### config.mk
export PLATFORM = sky130hd
export DESIGN_NAME = pc_sequencer_flat
export DESIGN_NICKNAME = d
export VERILOG_FILES = /design/src/rtl/fetch_pkg.sv /design/src/rtl/pc_sequencer_if.sv /design/src/rtl/pc_sequencer.sv /design/src/flat_wrapper.sv
export SDC_FILE = /design/constraint.sdc
export NUM_CORES = 1
export LEC_CHECK = 0
export ABC_AREA = 0
export CORE_UTILIZATION = 26
export CTS_CLUSTER_DIAMETER = 50
export CTS_CLUSTER_SIZE = 30
export DETAILED_ROUTE_END_ITERATION = 12
export PLACE_DENSITY = 0.61
export RECOVER_POWER = 25
export REMOVE_ABC_BUFFERS = 1
export SYNTH_ARGS = -nofsm -noshare
export SYNTH_HDL_FRONTEND = slang
export SYNTH_SLANG_ARGS = --single-unit
### constraint.sdc
create_clock -name clk -period 6.7 [get_ports clk]
set_clock_uncertainty 0.05 [all_clocks]
set_input_delay 0.67 -clock clk [delete_from_list [all_inputs] [get_ports clk]]
set_output_delay 0.67 -clock clk [all_outputs]
set_load 0.05 [all_outputs]
### src/rtl/fetch_pkg.sv
// ---------------------------------------------------------------------------
// fetch_pkg
//   Shared definitions for the FETCH stage.
//   - pc_state_t       : program-counter sequencer FSM states
//   - INSTR_BYTES      : size of one instruction in bytes (PC step)
//   - DEFAULT_RESET_PC : default value loaded into the PC on reset
//   - align_addr()     : clears the low two bits of an address
// ---------------------------------------------------------------------------
package fetch_pkg;

  typedef enum logic [0:0] {
    PC_RUN     = 1'b0,
    PC_BR_WAIT = 1'b1
  } pc_state_t;

  localparam int INSTR_BYTES = 4;

  localparam logic [31:0] DEFAULT_RESET_PC = 32'h0000_0000;

  // Written at 64 bits so any PC width up to 64 can use it; callers
  // widen the operand and truncate the result back to their own width.
  function automatic logic [63:0] align_addr(input logic [63:0] addr);
    return addr & ~64'h3;
  endfunction

endpackage : fetch_pkg

### src/rtl/pc_sequencer_if.sv
// ---------------------------------------------------------------------------
// pc_sequencer_if
//   Bundles the decode/hazard-side controls and the PC outputs of the
//   program-counter sequencer.
//
//   Handshake: there is no valid/ready pair on this bus. Control inputs
//   (stop, branch_taken, jump) are single-cycle level qualifiers sampled
//   at every rising clk edge; a branch_taken that arrives while stop=1 is
//   dropped and must be presented again by decode. fetch_valid marks the
//   cycles in which pc is a real fetch address.
//
//   Modports:
//     master : decode / hazard / adder side (drives controls, sees PC)
//     slave  : pc_sequencer (consumes controls, drives PC outputs)
// ---------------------------------------------------------------------------
interface pc_sequencer_if #(
  parameter int WIDTH = 32
);

  logic             stop;
  logic             branch_taken;
  logic [WIDTH-1:0] bnq;
  logic             jump;
  logic [WIDTH-1:0] jump_target;

  logic [WIDTH-1:0] pc;
  logic [WIDTH-1:0] pc_plus4;
  logic             fetch_valid;
  logic             flush;
  logic             addr_err;

  modport master (
    output stop,
    output branch_taken,
    output bnq,
    output jump,
    output jump_target,
    input  pc,
    input  pc_plus4,
    input  fetch_valid,
    input  flush,
    input  addr_err
  );

  modport slave (
    input  stop,
    input  branch_taken,
    input  bnq,
    input  jump,
    input  jump_target,
    output pc,
    output pc_plus4,
    output fetch_valid,
    output flush,
    output addr_err
  );

endinterface : pc_sequencer_if

### src/rtl/pc_sequencer.sv
// ---------------------------------------------------------------------------
// pc_sequencer
//   Program-counter stage of FETCH. Holds the architectural PC, produces
//   PC and PC+4, and chooses between sequential increment, jump target and
//   branch target. A taken branch costs one wait cycle (PC_BR_WAIT) because
//   the branch-target adder registers its result on the same edge the
//   branch is accepted; the PC picks up that registered target (bnq) on the
//   following edge.
//
//   Ports:
//     clk   : system clock, rising edge
//     rst   : asynchronous active-low reset
//     bus   : pc_sequencer_if.slave
//               in : stop, branch_taken, bnq, jump, jump_target
//               out: pc, pc_plus4, fetch_valid, flush, addr_err
//     state : current FSM state (debug visibility)
//
//   All outputs are registered.
// ---------------------------------------------------------------------------
module pc_sequencer
  import fetch_pkg::*;
#(
  parameter int               WIDTH    = 32,
  parameter logic [WIDTH-1:0] RESET_PC = WIDTH'(DEFAULT_RESET_PC)
) (
  input  logic              clk,
  input  logic              rst,
  pc_sequencer_if.slave     bus,
  output pc_state_t         state
);

  localparam logic [WIDTH-1:0] STEP = WIDTH'(INSTR_BYTES);

  pc_state_t        state_q;
  logic [WIDTH-1:0] pc_q;
  logic [WIDTH-1:0] pc_plus4_q;
  logic             fetch_valid_q;
  logic             flush_q;
  logic             addr_err_q;

  // Candidate next-PC values. Loaded targets are forced to word alignment;
  // the raw low bits are only used to flag the misalignment.
  logic [WIDTH-1:0] jump_aligned;
  logic [WIDTH-1:0] bnq_aligned;
  logic             jump_misaligned;
  logic             bnq_misaligned;

  assign jump_aligned    = WIDTH'(align_addr(64'(bus.jump_target)));
  assign bnq_aligned     = WIDTH'(align_addr(64'(bus.bnq)));
  assign jump_misaligned = |bus.jump_target[1:0];
  assign bnq_misaligned  = |bus.bnq[1:0];

  always_ff @(posedge clk or negedge rst) begin
    if (!rst) begin
      state_q       <= PC_RUN;
      pc_q          <= RESET_PC;
      pc_plus4_q    <= RESET_PC + STEP;
      fetch_valid_q <= 1'b0;
      flush_q       <= 1'b0;
      addr_err_q    <= 1'b0;
    end else begin
      case (state_q)
        PC_RUN: begin
          if (bus.jump) begin
            // A jump redirects even under stall: decode has already
            // committed to it and the target does not depend on the adder.
            pc_q          <= jump_aligned;
            pc_plus4_q    <= jump_aligned + STEP;
            fetch_valid_q <= 1'b1;
            flush_q       <= 1'b1;
            addr_err_q    <= jump_misaligned;
            state_q       <= PC_RUN;
          end else if (bus.branch_taken && !bus.stop) begin
            // The adder captures the target on this edge; hold pc and
            // mark the slot invalid until bnq is ready next cycle.
            fetch_valid_q <= 1'b0;
            flush_q       <= 1'b1;
            addr_err_q    <= 1'b0;
            state_q       <= PC_BR_WAIT;
          end else if (bus.stop) begin
            // Stall: pc, pc_plus4 and fetch_valid hold. A branch_taken
            // seen here is dropped; decode re-presents it.
            flush_q    <= 1'b0;
            addr_err_q <= 1'b0;
            state_q    <= PC_RUN;
          end else begin
            pc_q          <= pc_plus4_q;
            pc_plus4_q    <= pc_plus4_q + STEP;
            fetch_valid_q <= 1'b1;
            flush_q       <= 1'b0;
            addr_err_q    <= 1'b0;
            state_q       <= PC_RUN;
          end
        end

        PC_BR_WAIT: begin
          // Unconditional: if stop rises here the adder is already frozen
          // holding the right target, so loading it now is safe. flush
          // drops so a single redirect never flushes twice.
          pc_q          <= bnq_aligned;
          pc_plus4_q    <= bnq_aligned + STEP;
          fetch_valid_q <= 1'b1;
          flush_q       <= 1'b0;
          addr_err_q    <= bnq_misaligned;
          state_q       <= PC_RUN;
        end

        default: begin
          state_q       <= PC_RUN;
          pc_q          <= RESET_PC;
          pc_plus4_q    <= RESET_PC + STEP;
          fetch_valid_q <= 1'b0;
          flush_q       <= 1'b0;
          addr_err_q    <= 1'b0;
        end
      endcase
    end
  end

  assign bus.pc          = pc_q;
  assign bus.pc_plus4    = pc_plus4_q;
  assign bus.fetch_valid = fetch_valid_q;
  assign bus.flush       = flush_q;
  assign bus.addr_err    = addr_err_q;
  assign state           = state_q;

endmodule : pc_sequencer

### src/flat_wrapper.sv
// flat-port wrapper written by rule: the top's interface ports become plain ports
module pc_sequencer_flat import fetch_pkg::*;
#(
  parameter int               WIDTH    = 32,
  parameter logic [WIDTH-1:0] RESET_PC = WIDTH'(DEFAULT_RESET_PC)
)
  (clk, rst, state, bus_stop, bus_branch_taken, bus_bnq, bus_jump, bus_jump_target, bus_pc, bus_pc_plus4, bus_fetch_valid, bus_flush, bus_addr_err);
  pc_sequencer_if #(.WIDTH(WIDTH)) bus_i ();
  input  logic clk;
  input  logic rst;
  output pc_state_t state;
  input wire logic [$bits(bus_i.stop)-1:0] bus_stop;
  input wire logic [$bits(bus_i.branch_taken)-1:0] bus_branch_taken;
  input wire logic [$bits(bus_i.bnq)-1:0] bus_bnq;
  input wire logic [$bits(bus_i.jump)-1:0] bus_jump;
  input wire logic [$bits(bus_i.jump_target)-1:0] bus_jump_target;
  output wire logic [$bits(bus_i.pc)-1:0] bus_pc;
  output wire logic [$bits(bus_i.pc_plus4)-1:0] bus_pc_plus4;
  output wire logic [$bits(bus_i.fetch_valid)-1:0] bus_fetch_valid;
  output wire logic [$bits(bus_i.flush)-1:0] bus_flush;
  output wire logic [$bits(bus_i.addr_err)-1:0] bus_addr_err;
  assign bus_i.stop = bus_stop;
  assign bus_i.branch_taken = bus_branch_taken;
  assign bus_i.bnq = bus_bnq;
  assign bus_i.jump = bus_jump;
  assign bus_i.jump_target = bus_jump_target;
  assign bus_pc = bus_i.pc;
  assign bus_pc_plus4 = bus_i.pc_plus4;
  assign bus_fetch_valid = bus_i.fetch_valid;
  assign bus_flush = bus_i.flush;
  assign bus_addr_err = bus_i.addr_err;
  pc_sequencer #(.WIDTH(WIDTH), .RESET_PC(RESET_PC)) u_core (.clk(clk), .rst(rst), .bus(bus_i), .state(state));
endmodule
==> results of run 1 <==
-- final cells by class --
type,count,share of cell area [%]
Timing Repair Buffer,134,24.5
Tap cell,180,4.17
Inverter,2,0.139
Clock inverter,6,1.71
Multi-Input combinational cell,299,35.4
Sequential cell,64,29.7
Clock buffer,10,4.42
-- worst reg2reg max path: stages (launching register included) --
cell     delay, ns
dfrtp_2       0.75
buf_4         0.43
nand2_1       0.10
o21ai_1       0.15
ha_1          0.28
nor4b_1       0.69
nand3_1       0.28
nor4b_2       0.30
xnor2_1       0.15
a21oi_1       0.08
-- synthesized netlist by cell type, types with 3 or more instances --
cell type,number,area share [%]
nor3_1,8,1.1
buf_4,6,1.2
nor4b_2,3,1.2
o21a_1,6,1.2
buf_6,3,0.92
mux2_2,12,3.7
mux2i_2,3,1.1
xor2_1,11,2.6
a21oi_1,10,1.4
nor4_2,4,1.4
o21ai_0,43,5.8
mux2i_1,27,7.3
buf_2,3,0.41
dfrtp_1,63,43
clkbuf_1,10,1.0
nor2_1,17,1.7
xnor2_1,16,3.8
nand2_1,91,9.3
o21ai_1,14,1.9
-- power breakdown --
group          leakage [nW]  internal (mW)  total (mW)  switching, mW
Combinational          1.17          0.226       0.645          0.420
Clock                 0.155          0.337       0.515          0.178
Sequential            0.771          0.457       0.509         0.0523
Total                  2.10           1.02        1.67          0.650
-- through the flow --
stage	setup slack (ns)	instances
after floorplan	2.93	365
after global placement	3.15	679
after detailed placement	3.13	679
after CTS	3.27	695
after global routing	1.96	695
final	2.89	695
-- worst paths after layout --
path                                                from                                   to  slack [ns]  depth (start not counted)
setup / recovery                                     rst               u_core.state$_DFF_PN0_        2.89                          1
hold / removal             u_core.bus.pc[14]$_DFFE_PN0P_        u_core.bus.pc[14]$_DFFE_PN0P_        0.42                          2
setup reg to reg                  u_core.state$_DFF_PN0_  u_core.bus.pc_plus4[24]$_DFFE_PN0P_        3.29                          9
hold reg to reg            u_core.bus.pc[14]$_DFFE_PN0P_        u_core.bus.pc[14]$_DFFE_PN0P_        0.42                          2
max in group clk                  u_core.state$_DFF_PN0_  u_core.bus.pc_plus4[24]$_DFFE_PN0P_        3.29                          9
min in group asynchronous                            rst   u_core.bus.fetch_valid$_DFFE_PN0P_        1.48                          1
-- cell usage in the layout, fill, tap and decap left out, types with 2 or more instances in the layout --
cell type / netlist / layout
nand2_1: 91 / 91
nor4_2: 4 / 4
mux2i_2: 3 / 3
o21ai_2: 1 / 2
o21ai_0: 43 / 43
clkinvlp_4: 0 / 2
nor4_4: 2 / 2
xor2_1: 11 / 11
nor3_1: 8 / 8
nand3_2: 2 / 2
nor4_1: 2 / 2
nor2_1: 17 / 17
nand3_1: 2 / 2
nand4_1: 2 / 2
mux2i_1: 27 / 27
conb_1: 1 / 4
or3_1: 2 / 2
nor4b_2: 3 / 3
buf_4: 6 / 2
clkinv_4: 0 / 2
clkbuf_16: 0 / 9
clkdlybuf4s50_1: 0 / 130
mux2_1: 2 / 2
xnor2_1: 16 / 16
bufinv_16: 0 / 2
o21a_1: 6 / 5
dfrtp_1: 63 / 62
inv_1: 2 / 2
o21ai_1: 14 / 13
a21oi_1: 10 / 10
mux2_2: 12 / 12
-- flip-flops by register name (all words and copies together) (netlist names) --
| name | cells |
|---|---|
| u_core.bus.pc | 30 |
| u_core.bus.fetch_valid | 1 |
| u_core.bus.pc_plus4 | 30 |
| u_core.bus.addr_err | 1 |
| u_core.state | 1 |
| u_core.bus.flush | 1 |
-- metal layers --
layer | wire length [um] | global-route usage [%]
met1 | 4750 | 19.0
met2 | 4890 | 23.0
met3 | 489 | 2.87
met4 | 129 | 4.63
met5 | 0 | 0
-- cells by family after synthesis --
logic type | after synthesis | synth area share [%]
xor+xnor | 27 | 6.43
flops | 64 | 43.6
other cells | 1 | 0.102
compound gates | 75 | 10.8
mux | 44 | 12.8
simple gates | 148 | 21.0
buf+inv | 28 | 5.07
fa+ha+maj | 1 | 0.340
==> impl_results.md, run 1 <==
* Reg clk slew, reported paths at 0.06 ns
* Hold Path Class: reg -> reg
* Placer Congestion at 0.777
* Post-cts sizing count at 0
* Clock Sinks at 64
* WL/cell at 14.8 um
* CP required at 6.01 ns
* Critical path buffers and inverters at 1
* Worst Path Max Fanout at 64
* Starting Density at 26.6%
* Setup repair bufs after CTS at 0
* Top delay family on crit path: buffers and inverters
* Slew @ Worst Pin at 3.54 ns
* Async S/R FF share, synth at 100%
* Die ar. at 14600 sq um
* Routed Antenna Nets at 0
* Sequential share of the synthesized area at 43.6%
* Crit path arrival time at 3.12 ns
* Number of global-route vias before repair at 3144
* Synth Cell Area at 3680 sq um
* Cell Pwr Density at 309 nW/um^2
* H-tree levels at 3
* Post-synth cell types at 47
* First DRT Iteration DRCs at 125
* Crit share post-route at 56.9%
* Final Hold Fails at 0
* Status: complete, but fails checks
* Core Box Area at 13800 sq um
* Register Area at 1600 sq um
* Min cycle time layout at 3.81 ns
* HPWL Detailed at 7300 um
* IO Count at 137
* Critical path cell sequence: clkbuf_1
* Final setup vio count at 0
* Total power draw at 1.67 mW
* Final Core Density at 39.1%
* Fin area at 5410 sq um
* Setup crit start kind: input pin
* Drc violations at 0
* Placed inst area at 5080 sq um
* Number of synthesized flops with an enable pin at 0
* Worst setup path category: in -> async
* MaxCap Viol Count at 1
* Fillers at 1368
* First-pass GRT wire length at 16300 um
* Nets at 580
* Max Slew Vio Count at 65
* Worst Hold Slack at 0.418 ns
* Diode count at 0
* Total negative slack at 0 ns
* Violated checks: max-capacitance violations, max-slew violations
* Critical path capture point type: asynchronous set/reset pin
* Bufs on Longest Clock Path at 2
* Die width at 121 um
* Unrepaired setup endpoints after global routing: no
* Drt total wl at 10300 um
* Crit-path max cell delay at 2.43 ns
* Static leakage at 2.10 nW
* Cts-stage hold buffer count at 0
* Clock latency on the worst-skew pair at 0.33 ns
* P&R area growth vs syn at 46.9%
* Chip height at 121 um
* #FFs+latches synth at 64
* Layout cells sized above 1 at 10.7%
* Area of the multi-input gates at 1910 sq um
* Gate Count Post-Synth at 388
* Vias/cell at 4.57
* Slowest cell on crit path: clkbuf_1
* GR Util All Layers at 14.3%
* Root buffer cell: clkbuf_16
* Synthesis warning total at 0
* Avg Cell Area, Syn at 9.48 sq um
* Aggregate global routing overflow at 0
* CTS tree: built
* Synth Flop Type: dfrtp_1
* Max Fclk at 0.262 GHz
* Port buffer count at 132
* Largest net degree at the start of global routing at 101
* # rows at 43
* Vias at 3176
* First-pass DRT Iterations at 4
* Slew headroom at -136%
* TritonCTS buffer count at 9
* Initial antenna violation count at 0
* Max IR drop VDD at 0.111 mV
No activity file was read; power rests on OpenSTA's default activity.
==> run 2: changes to the inputs <==
==> constraint.sdc (replaced) <==
create_clock -name clk -period 3.99 [get_ports clk]
set_clock_uncertainty 0.05 [all_clocks]
set_input_delay 0.399 -clock clk [delete_from_list [all_inputs] [get_ports clk]]
set_output_delay 0.399 -clock clk [all_outputs]
set_load 0.05 [all_outputs]
==> run 2 against run 1 <==
The flow still finishes with violations (max-capacitance violations, max-slew violations); combinational power rose by 67%; first-iteration DRC count fell by 17%; clock-buffer cell count rose by 3; final cell count rose by 0.29%; global-route usage rose by 0.21 points; worst hold slack got worse by 0.0032 ns; critical path depth rose by 7; largest power group unchanged.
==> impl_results.md, run 2 (same netlist as run 1, synthesis figures left out) <==
* Die ar. at 14600 sq um
* Max Fclk at 0.318 GHz
* Slowest cell on crit path: dfrtp_2
* Seq pwr share at 30.9%
* Die width at 121 um
* Hold path depth at 2
* P&R area growth vs syn at 46.9%
* Worst Hold Slack at 0.414 ns
* Violated checks: max-capacitance violations, max-slew violations
* Final setup vio count at 0
* Layout cells sized above 1 at 10.6%
* Drc violations at 0
* Comb pwr share at 38.9%
* Post-cts sizing count at 0
* TritonCTS buffer count at 9
* Status: complete, but fails checks
* Largest net degree at the start of global routing at 101
* Max Slew Vio Count at 65
* # rows at 43
* Total power draw at 2.78 mW
* Clk pwr share at 30.2%
* Aggregate global routing overflow at 0
* Fin area at 5410 sq um
* Nets at 582
* Fillers at 1366
* Top delay family on crit path: simple AND/OR/NAND/NOR gates
* Min cycle time layout at 3.14 ns
* Starting Density at 26.6%
* Unrepaired setup endpoints after global routing: no
* Max IR drop VDD at 0.186 mV
* Crit share post-route at 78.8%
* Clock latency on the worst-skew pair at 0.33 ns
* Reg clk slew, reported paths at 0.05 ns
* Core Box Area at 13800 sq um
* Setup repair bufs after CTS at 0
* IO Count at 137
* Sw Share at 38.4%
* Crit path arrival time at 3.25 ns
* First-pass DRT Iterations at 4
* Number of global-route vias before repair at 3243
* GR Util All Layers at 14.5%
* Total negative slack at 0 ns
* Hold Path Class: reg -> reg
* Worst Path Max Fanout at 38
* Commonest non-fill, non-tap cell in the layout: clkdlybuf4s50_1
* Chip height at 121 um
* Cts-stage hold buffer count at 0
* Cell count of the worst reg-to-reg path at 8
* Placed cells at 681
* CP Depth at 8
* HPWL Detailed at 7320 um
* WL/cell at 14.6 um
* Port buffer count at 132
* Vias/cell at 4.54
* Register Area at 1600 sq um
* Area of the multi-input gates at 1910 sq um
* Root buffer cell: clkbuf_16
* Cell Pwr Density at 514 nW/um^2
* Critical path cell sequence: nand2_1, o21ai_1, ha_1, nor4b_1, nand3_1, nor4b_2, xnor2_1, a21oi_1
* Vias at 3166
* H-tree levels at 3
* Bufs on Longest Clock Path at 2
* Slew headroom at -9.57%
* MaxCap Viol Count at 1
* Static leakage at 2.11 nW
* Placed inst area at 5090 sq um
* Final Hold Fails at 0
* Setup crit start kind: flop
* Final cell count without fillers at 697
* Routed Antenna Nets at 0
* Crit-path max cell delay at 0.91 ns
* Critical path buffers and inverters at 0
* Initial antenna violation count at 0
* Drt total wl at 10200 um
* Commonest cells after routing, fill and taps aside: clkdlybuf4s50_1 (130), nand2_1 (91), dfrtp_1 (62)
* Critical path capture point type: flop
* Psw at 1.07 mW
* Clock Sinks at 64
* Slew @ Worst Pin at 1.64 ns
* CTS tree: built
* CP required at 4.10 ns
* Worst setup path category: reg -> reg
* Internal at 1.71 mW
* First DRT Iteration DRCs at 104
* First-pass GRT wire length at 16600 um
* Placer Congestion at 0.753
* Diode count at 0
-- run 2: power by group through the flow --
stage	combinational, mW	sequential (mW)	clock [mW]
after floorplan	0.279	1.26	0
after global placement	1.08	0.869	0
after detailed placement	1.09	0.870	0
after CTS	1.09	0.861	0.860
after global routing	1.15	0.875	0.888
final	1.08	0.858	0.839
-- run 2: per-layer routing --
metal | vias to the layer above | track usage [%] | wire (um)
met1 | 1501 | 18.5 | 4560
met2 | 86 | 23.5 | 4820
met3 | 10 | 3.95 | 697
met4 | 0 | 4.71 | 119
met5 | - | 0 | 0
li1 | 1569 | - | -
-- run 2: cell type report --
class                           instances  area share, %
Sequential cell                        64           29.7
Clock buffer                           13           4.63
Clock inverter                          3           1.20
Inverter                                2          0.139
Multi-Input combinational cell        299           35.4
Tap cell                              180           4.17
Timing Repair Buffer                  136           24.8
-- run 2: worst min-delay path, delay by kind of cell, from the launching register on --
family	cells	cell delay, ns
flip-flops	1	0.34
AND/OR/NAND/NOR	2	0.10
-- run 2: stage by stage --
step | setup slack (ns) | utilization, %
detailed placement | 0.624 | 36.8
floorplan | 0.223 | -
global route | 0.439 | 39.1
finish | 0.846 | 39.1
global placement | 0.683 | 36.8
CTS | 0.754 | 39.1
-- run 2: final timing paths --
kind | startpoint | endpoint | slack (ns)
worst max register to register | u_core.state$_DFF_PN0_ | u_core.bus.pc_plus4[24]$_DFFE_PN0P_ | 0.85
worst min register to register | u_core.bus.pc[16]$_DFFE_PN0P_ | u_core.bus.pc[16]$_DFFE_PN0P_ | 0.41
worst min-delay path | u_core.bus.pc[16]$_DFFE_PN0P_ | u_core.bus.pc[16]$_DFFE_PN0P_ | 0.41
max in group asynchronous | rst | u_core.state$_DFF_PN0_ | 2.37
worst max-delay path | u_core.state$_DFF_PN0_ | u_core.bus.pc_plus4[24]$_DFFE_PN0P_ | 0.85
min in group asynchronous | rst | u_core.state$_DFF_PN0_ | 0.45
